==> config.mk <==
export PLATFORM = sky130hd
export DESIGN_NAME = fractal_scheduler_flat
export DESIGN_NICKNAME = d
export VERILOG_FILES = /design/src/rtl/fractal_scheduler_if.sv /design/src/rtl/fractal_scheduler.sv /design/src/flat_wrapper.sv
export SDC_FILE = /design/constraint.sdc
export NUM_CORES = 1
export LEC_CHECK = 0
export ABC_AREA = 1
export CAP_MARGIN = 5
export CORE_MARGIN = 3
export CORE_UTILIZATION = 35
export DETAILED_ROUTE_END_ITERATION = 10
export GPL_TIMING_DRIVEN = 0
export HOLD_SLACK_MARGIN = 0.03
export PLACE_DENSITY = 0.71
export SLEW_MARGIN = 20
export SYNTH_ARGS = -nofsm -noshare
export SYNTH_HDL_FRONTEND = slang
export SYNTH_SLANG_ARGS = --single-unit
==> constraint.sdc <==
create_clock -name clk -period 16.45 [get_ports clk]
set_input_delay 2.4675 -clock clk [delete_from_list [all_inputs] [get_ports clk]]
set_output_delay 2.4675 -clock clk [all_outputs]
set_load 0.05 [all_outputs]
==> src/rtl/fractal_scheduler_if.sv <==
// -----------------------------------------------------------------------------
// fractal_scheduler_if
//   Pixel-in / result-out stream bundle of the fractal slot scheduler.
//
//   Handshake rule for both streams: a transfer happens on a rising clk edge
//   where valid && ready are both high. The sender holds its payload stable
//   while valid is high and ready is low. ready never depends on valid.
//
//   Signals
//     s_valid / s_ready : new pixel stream (coordinate generator -> scheduler)
//     s_cr, s_ci        : c of the new pixel, signed Q4.28
//     s_tag             : pixel index carried with the pixel
//     m_valid / m_ready : result stream (scheduler -> pixel writer)
//     m_tag, m_iter     : tag and final iteration count of a retired pixel
//
//   Modports
//     master : the environment side (drives pixels, consumes results)
//     slave  : the scheduler side
// -----------------------------------------------------------------------------
interface fractal_scheduler_if #(
  parameter int DATA_WIDTH = 32,
  parameter int TAG_WIDTH  = 20
);
  logic                  s_valid;
  logic                  s_ready;
  logic [DATA_WIDTH-1:0] s_cr;
  logic [DATA_WIDTH-1:0] s_ci;
  logic [TAG_WIDTH-1:0]  s_tag;
  logic                  m_valid;
  logic                  m_ready;
  logic [TAG_WIDTH-1:0]  m_tag;
  logic [7:0]            m_iter;

  modport master (
    output s_valid, s_cr, s_ci, s_tag, m_ready,
    input  s_ready, m_valid, m_tag, m_iter
  );

  modport slave (
    input  s_valid, s_cr, s_ci, s_tag, m_ready,
    output s_ready, m_valid, m_tag, m_iter
  );
endinterface

==> src/rtl/fractal_scheduler.sv <==
// -----------------------------------------------------------------------------
// fractal_scheduler
//   Time-multiplexes one fractal_kernel pipeline (latency PIPELINE_DEPTH)
//   among many pixels. Every cycle owns one issue slot: the pixel returning
//   from the kernel is either sent round again, retired to the result port,
//   or (when the slot is free) replaced by a new pixel from the input stream.
//   A shadow shift register of valid bits and tags runs alongside the kernel
//   so that its last stage lines up with the kernel outputs of the same cycle.
//
//   Ports
//     clk, rst          : clock, asynchronous active-high reset
//     bus (slave)       : pixel input stream and result output stream
//     k_*_in            : issue-slot values driven into the kernel
//     k_*_out           : values returning from the kernel this cycle
//     in_flight         : valid pixels held (kernel slots + result register)
//     idle              : in_flight == 0
// -----------------------------------------------------------------------------
module fractal_scheduler #(
  parameter int PIPELINE_DEPTH = 9,
  parameter int DATA_WIDTH     = 32,
  parameter int TAG_WIDTH      = 20
) (
  input  logic                                    clk,
  input  logic                                    rst,
  fractal_scheduler_if.slave                      bus,
  output logic                                    k_inc_enabled,
  output logic [DATA_WIDTH-1:0]                   k_zr_in,
  output logic [DATA_WIDTH-1:0]                   k_zi_in,
  output logic [DATA_WIDTH-1:0]                   k_cr_in,
  output logic [DATA_WIDTH-1:0]                   k_ci_in,
  output logic [7:0]                              k_iter_in,
  output logic                                    k_finished_in,
  input  logic [DATA_WIDTH-1:0]                   k_zr_out,
  input  logic [DATA_WIDTH-1:0]                   k_zi_out,
  input  logic [DATA_WIDTH-1:0]                   k_cr_out,
  input  logic [DATA_WIDTH-1:0]                   k_ci_out,
  input  logic [7:0]                              k_iter_out,
  input  logic                                    k_finished_out,
  output logic [$clog2(PIPELINE_DEPTH+2)-1:0]     in_flight,
  output logic                                    idle
);

  localparam int D  = PIPELINE_DEPTH;
  localparam int IW = $clog2(PIPELINE_DEPTH + 2);
  localparam logic [IW-1:0] IF_ONE = IW'(1);

  // ---------------------------------------------------------------------------
  // Shadow of the kernel pipeline: sv[i]/st[i] describe the pixel in kernel
  // stage i. sv[D-1]/st[D-1] belong to the kernel outputs seen this cycle.
  // ---------------------------------------------------------------------------
  logic [D-1:0]         sv;
  logic [TAG_WIDTH-1:0] st [D];

  logic                 sv_in;
  logic [TAG_WIDTH-1:0] st_in;

  // Result register and occupancy counter.
  logic                 m_valid_q;
  logic [TAG_WIDTH-1:0] m_tag_q;
  logic [7:0]           m_iter_q;
  logic [IW-1:0]        in_flight_q;

  // ---------------------------------------------------------------------------
  // Slot decision
  // ---------------------------------------------------------------------------
  logic rv;
  logic ofree;
  logic recirc;
  logic retire;
  logic park;
  logic slot_free;
  logic accept;
  logic pop;

  assign rv        = sv[D-1];
  assign ofree     = !m_valid_q || bus.m_ready;
  assign recirc    = rv && !k_finished_out;
  assign retire    = rv &&  k_finished_out &&  ofree;
  assign park      = rv &&  k_finished_out && !ofree;
  // A retiring pixel vacates its slot in the same cycle, so a new pixel can
  // take it immediately: one in and one out per cycle at steady state.
  assign slot_free = !rv || retire;
  assign accept    = bus.s_valid && slot_free;
  assign pop       = m_valid_q && bus.m_ready;

  assign bus.s_ready = slot_free;

  always_comb begin
    k_inc_enabled = 1'b0;
    k_zr_in       = '0;
    k_zi_in       = '0;
    k_cr_in       = '0;
    k_ci_in       = '0;
    k_iter_in     = '0;
    k_finished_in = 1'b1;
    sv_in         = 1'b0;
    st_in         = st[D-1];

    if (recirc) begin
      // Still iterating: feed the kernel its own result for another lap.
      k_zr_in       = k_zr_out;
      k_zi_in       = k_zi_out;
      k_cr_in       = k_cr_out;
      k_ci_in       = k_ci_out;
      k_iter_in     = k_iter_out;
      k_finished_in = 1'b0;
      k_inc_enabled = 1'b1;
      sv_in         = 1'b1;
    end else if (park) begin
      // Finished but the result register is busy: keep the pixel circulating
      // frozen (finished, no increment) and retry the retire next lap.
      k_zr_in       = k_zr_out;
      k_zi_in       = k_zi_out;
      k_cr_in       = k_cr_out;
      k_ci_in       = k_ci_out;
      k_iter_in     = k_iter_out;
      k_finished_in = 1'b1;
      k_inc_enabled = 1'b0;
      sv_in         = 1'b1;
    end else if (bus.s_valid) begin
      // Free slot (empty or just retired) taken by a new pixel, z starts at 0.
      k_cr_in       = bus.s_cr;
      k_ci_in       = bus.s_ci;
      k_finished_in = 1'b0;
      k_inc_enabled = 1'b1;
      sv_in         = 1'b1;
      st_in         = bus.s_tag;
    end
  end

  // ---------------------------------------------------------------------------
  // Shadow shift register. The kernel itself has no reset; clearing sv is
  // what makes whatever it still holds irrelevant.
  // ---------------------------------------------------------------------------
  always_ff @(posedge clk or posedge rst) begin
    if (rst) begin
      sv <= '0;
      for (int i = 0; i < D; i++) begin
        st[i] <= '0;
      end
    end else begin
      sv    <= {sv[D-2:0], sv_in};
      st[0] <= st_in;
      for (int i = 1; i < D; i++) begin
        st[i] <= st[i-1];
      end
    end
  end

  // ---------------------------------------------------------------------------
  // Result register
  // ---------------------------------------------------------------------------
  always_ff @(posedge clk or posedge rst) begin
    if (rst) begin
      m_valid_q <= 1'b0;
      m_tag_q   <= '0;
      m_iter_q  <= '0;
    end else if (retire) begin
      m_valid_q <= 1'b1;
      m_tag_q   <= st[D-1];
      m_iter_q  <= k_iter_out;
    end else if (pop) begin
      m_valid_q <= 1'b0;
    end
  end

  assign bus.m_valid = m_valid_q;
  assign bus.m_tag   = m_tag_q;
  assign bus.m_iter  = m_iter_q;

  // ---------------------------------------------------------------------------
  // Occupancy: a retire moves a pixel from a slot into the result register,
  // so only accepts and result hand-offs change the count.
  // ---------------------------------------------------------------------------
  always_ff @(posedge clk or posedge rst) begin
    if (rst) begin
      in_flight_q <= '0;
    end else begin
      unique case ({accept, pop})
        2'b10:   in_flight_q <= in_flight_q + IF_ONE;
        2'b01:   in_flight_q <= in_flight_q - IF_ONE;
        default: in_flight_q <= in_flight_q;
      endcase
    end
  end

  assign in_flight = in_flight_q;
  assign idle      = (in_flight_q == '0);

endmodule

==> src/flat_wrapper.sv <==
// flat-port wrapper written by rule: the top's interface ports become plain ports
module fractal_scheduler_flat 
#(
  parameter int PIPELINE_DEPTH = 9,
  parameter int DATA_WIDTH     = 32,
  parameter int TAG_WIDTH      = 20
)
  (clk, rst, k_inc_enabled, k_zr_in, k_zi_in, k_cr_in, k_ci_in, k_iter_in, k_finished_in, k_zr_out, k_zi_out, k_cr_out, k_ci_out, k_iter_out, k_finished_out, in_flight, idle, bus_s_valid, bus_s_cr, bus_s_ci, bus_s_tag, bus_m_ready, bus_s_ready, bus_m_valid, bus_m_tag, bus_m_iter);
  fractal_scheduler_if #(.DATA_WIDTH(DATA_WIDTH), .TAG_WIDTH(TAG_WIDTH)) bus_i ();
  input  logic clk;
  input  logic rst;
  output logic k_inc_enabled;
  output logic [DATA_WIDTH-1:0] k_zr_in;
  output logic [DATA_WIDTH-1:0] k_zi_in;
  output logic [DATA_WIDTH-1:0] k_cr_in;
  output logic [DATA_WIDTH-1:0] k_ci_in;
  output logic [7:0] k_iter_in;
  output logic k_finished_in;
  input  logic [DATA_WIDTH-1:0] k_zr_out;
  input  logic [DATA_WIDTH-1:0] k_zi_out;
  input  logic [DATA_WIDTH-1:0] k_cr_out;
  input  logic [DATA_WIDTH-1:0] k_ci_out;
  input  logic [7:0] k_iter_out;
  input  logic k_finished_out;
  output logic [$clog2(PIPELINE_DEPTH+2)-1:0] in_flight;
  output logic idle;
  input wire logic [$bits(bus_i.s_valid)-1:0] bus_s_valid;
  input wire logic [$bits(bus_i.s_cr)-1:0] bus_s_cr;
  input wire logic [$bits(bus_i.s_ci)-1:0] bus_s_ci;
  input wire logic [$bits(bus_i.s_tag)-1:0] bus_s_tag;
  input wire logic [$bits(bus_i.m_ready)-1:0] bus_m_ready;
  output wire logic [$bits(bus_i.s_ready)-1:0] bus_s_ready;
  output wire logic [$bits(bus_i.m_valid)-1:0] bus_m_valid;
  output wire logic [$bits(bus_i.m_tag)-1:0] bus_m_tag;
  output wire logic [$bits(bus_i.m_iter)-1:0] bus_m_iter;
  assign bus_i.s_valid = bus_s_valid;
  assign bus_i.s_cr = bus_s_cr;
  assign bus_i.s_ci = bus_s_ci;
  assign bus_i.s_tag = bus_s_tag;
  assign bus_i.m_ready = bus_m_ready;
  assign bus_s_ready = bus_i.s_ready;
  assign bus_m_valid = bus_i.m_valid;
  assign bus_m_tag = bus_i.m_tag;
  assign bus_m_iter = bus_i.m_iter;
  fractal_scheduler #(.PIPELINE_DEPTH(PIPELINE_DEPTH), .DATA_WIDTH(DATA_WIDTH), .TAG_WIDTH(TAG_WIDTH)) u_core (.clk(clk), .rst(rst), .bus(bus_i), .k_inc_enabled(k_inc_enabled), .k_zr_in(k_zr_in), .k_zi_in(k_zi_in), .k_cr_in(k_cr_in), .k_ci_in(k_ci_in), .k_iter_in(k_iter_in), .k_finished_in(k_finished_in), .k_zr_out(k_zr_out), .k_zi_out(k_zi_out), .k_cr_out(k_cr_out), .k_ci_out(k_ci_out), .k_iter_out(k_iter_out), .k_finished_out(k_finished_out), .in_flight(in_flight), .idle(idle));
endmodule
==> flow_summary.yaml <==
die:
  io_pins: 398
  core.rowCount: 54
  start_util_pct: 36.1
  die_h_um: 157
  core_region_area_mm2: 0.0222
  die_x_um: 157
  dieArea_mm2: 0.0247
clock_network:
  root_buffer: "clkbuf_16"
  clkSinkCount: 222
  holdBufCountCts: 0
  clockBufferDepth: 3
  ctsResizeCount: 0
  cts_setup_buffers: 0
  cts_tree: "built"
  cts_buffers: 20
  clkLatencyLatePin_ns: 0.48
  cts_htree_levels: 1
  path_clk_slew_ns: 0.06
final_layout:
  synthToLayoutAreaGrowth_pct: 63.1
  layout-drive-gt1-share_pct: 6.22
  seqCellArea_mm2: 0.00556
  num-fill-cells: 1832
  num-nets-final: 1420
  multiInputGateArea_mm2: 0.00179
  diodes: 0
logic_synthesis:
  synthAdderAreaFrac_pct: 0.469
  ys_seq_elements: 222
  synthArstFlopShare_pct: 100
  avgSynthCellArea_um2: 10.4
  syn-num-nets: 999
  synthDistinctLibCells: 20
  synth_top_family_by_area: "simple AND/OR/NAND/NOR gates"
  synth.area.top_cells: "dfrtp_1 (69%), nand3_1 (8.3%), nand2_1 (5.1%)"
  netlist.area_leader.share_pct: 69.4
  ys_seq_area_share_pct: 69.4
  yosys.area_share.simple_pct: 18.3
  syn-cell-area_mm2: 0.00800
  synth-main-ff-cell: "dfrtp_1"
  synth-edff-count: 0
  synth_cells: 771
  ys.warnings.count: 0
  synthXorXnorAreaFrac_pct: 0.328
  muxShareOfSynthArea_pct: 0
  synth_top_area_cell: "dfrtp_1"
  synth.top_cells.by_count: "dfrtp_1 (222), nand3_1 (132), nand2_1 (108), inv_1 (104), nor2_1 (97)"
  synth_most_common_cell: "dfrtp_1"
  synth-compound-area-share_pct: 3.19
timing:
  fin_setup_tns_ns: 0
  max_freq_mhz: 134
  period_needed_ns: 7.44
  rsz0062_at_grt: "false"
  drv_slew: 0
  setup-violations-final: 0
  finalCritPeriodShare_pct: 45.2
  finalClockSkew_ns: 0.00868
  maxSlewHeadroom_pct: 51.9
  worst_pin_slew_ns: 0.719
  hold_violations: 0
min_path:
  hold_depth: 0
  hp-start: "u_core.sv[4]"
  min_to: "u_core.sv[5]"
  hold_class: "reg2reg"
global_routing:
  overflow: 0
  grt_usage_pct: 20.3
  grt_first_pass_wirelength_mm: 38.4
  grt_max_degree: 107
  grt_pass1_vias: 6988
  antenna_found_initial: 0
route:
  vias_per_cell: 4.59
  drt-total-wl_mm: 26.5
  drc: 0
  antenna_left: 0
  first_pass_iters: 5
  vias: 6816
  drt_iter0_markers: 468
  avgRoutedWirePerCell_um: 17.9
worst_setup_path:
  r2r_slack_ns: 14.17
  reg2reg_depth: 13
  r2r_start: "u_core.bus.m_valid"
  worstPathRequired_ns: 13.98
  timing.rr.end: "u_core.in_flight[2]"
  critical_path_class: "in2out"
  worstPathMaxFanout: 10
  crit_arrival_ns: 4.97
  worst_setup_path_end_kind: "primary output"
  critPathLaunchType: "input port"
power:
  p_leak_uw: 0.00606
  powerDensity_mw_per_mm2: 124
  ir_worst_vdd_mv: 0.0645
  total_power_uw: 1620
job:
  maxCapViolCount: 0
placement:
  dp_hpwl_mm: 20.0
  gp_congestion: 0.822
  io_buffers: 397
run_status:
  status: "finished clean"
==> kinds of logic (layout without fill, tap and decap cells) <==
family          count (synthesis)  count (layout)
fa+ha+maj                       3               3
simple gates                  342             342
buf+inv                       150             585
flops                         222             222
compound gates                 51              51
xor+xnor                        3               3
==> per-layer routing <==
| metal | track usage [%] | vias to the layer above | share of wire, % |
|---|---|---|---|
| li1 | - | 3219 | - |
| met1 | 26.4 | 3268 | 41 |
| met2 | 35.0 | 300 | 50 |
| met3 | 5.17 | 29 | 7.6 |
| met4 | 3.39 | 0 | 1.5 |
| met5 | 0 | - | 0 |
==> worst max-delay path, stage by stage <==
cell and delay (ns):
clkdlybuf4s50_1 0.55, clkbuf_1 0.47, buf_2 0.34, nand3_1 0.12, nand2_1 0.15, clkdlybuf4s50_1 0.87
==> where the power goes <==
group          total, µW  switching [µW]  internal (µW)
Clock                458             189            268
Sequential           671            35.9            635
Combinational        490             316            174
Total               1620             541           1080
==> worst max-delay path by stage <==
| stage | start | slack (ns) | end |
|---|---|---|---|
| after floorplan | rst | 7.90 | u_core.bus.m_iter[0] |
| after global placement | rst | 5.70 | u_core.st[161] |
| after detailed placement | bus_s_valid | 8.96 | k_cr_in[27] |
| after CTS | bus_s_valid | 8.95 | k_cr_in[27] |
| after global routing | bus_m_ready | 8.88 | k_ci_in[24] |
| final | bus_s_valid | 9.01 | k_cr_in[27] |
==> cell usage in the layout, fill, tap and decap left out <==
cell type          n
clkdlybuf4s50_1  397
dfrtp_1          222
nand3_1          132
nand2_1          108
inv_1            103
nor2_1            97
o21ai_0           30
buf_2             25
a21oi_1           21
clkbuf_16         21
clkbuf_1          10
buf_6              7
clkinv_2           5
buf_4              4
clkbuf_8           4
buf_1              3
ha_1               3
xor2_1             2
buf_16             2
nor2_2             1
nor2_4             1
nand2_2            1
nor3_1             1
inv_8              1
nand3b_1           1
xnor2_1            1
bufinv_16          1
clkinvlp_4         1
inv_6              1
==> state kept, by name, indices dropped and copies added, names as in the netlist <==
register and flops:
u_core.sv 9, u_core.in_flight 4, u_core.bus.m_iter 8, u_core.bus.m_tag 20, u_core.bus.m_valid 1, u_core.st 180
==> cell type report <==
class                           count  share of cell area (%)
Clock inverter                      8                   0.546
Timing Repair Buffer              399                    30.9
Multi-Input combinational cell    399                    13.7
Inverter                          104                    3.05
Tap cell                          280                    2.68
Sequential cell                   222                    42.6
Clock buffer                       28                    4.53
Buffer                             46                    2.08
==> metrics by stage <==
step	instance area, µm²	hold slack, ns	utilization [%]	setup WS [ns]	instances
global placement	12300	0.332	55.6	5.70	1448
CTS	13100	0.344	58.9	8.95	1486
detailed placement	12400	0.335	55.9	8.96	1450
finish	13100	0.341	58.9	9.01	1486
floorplan	8000	0.331	-	7.90	771
global route	13100	0.345	58.9	8.88	1486
Power figures use the tool's default switching activity.
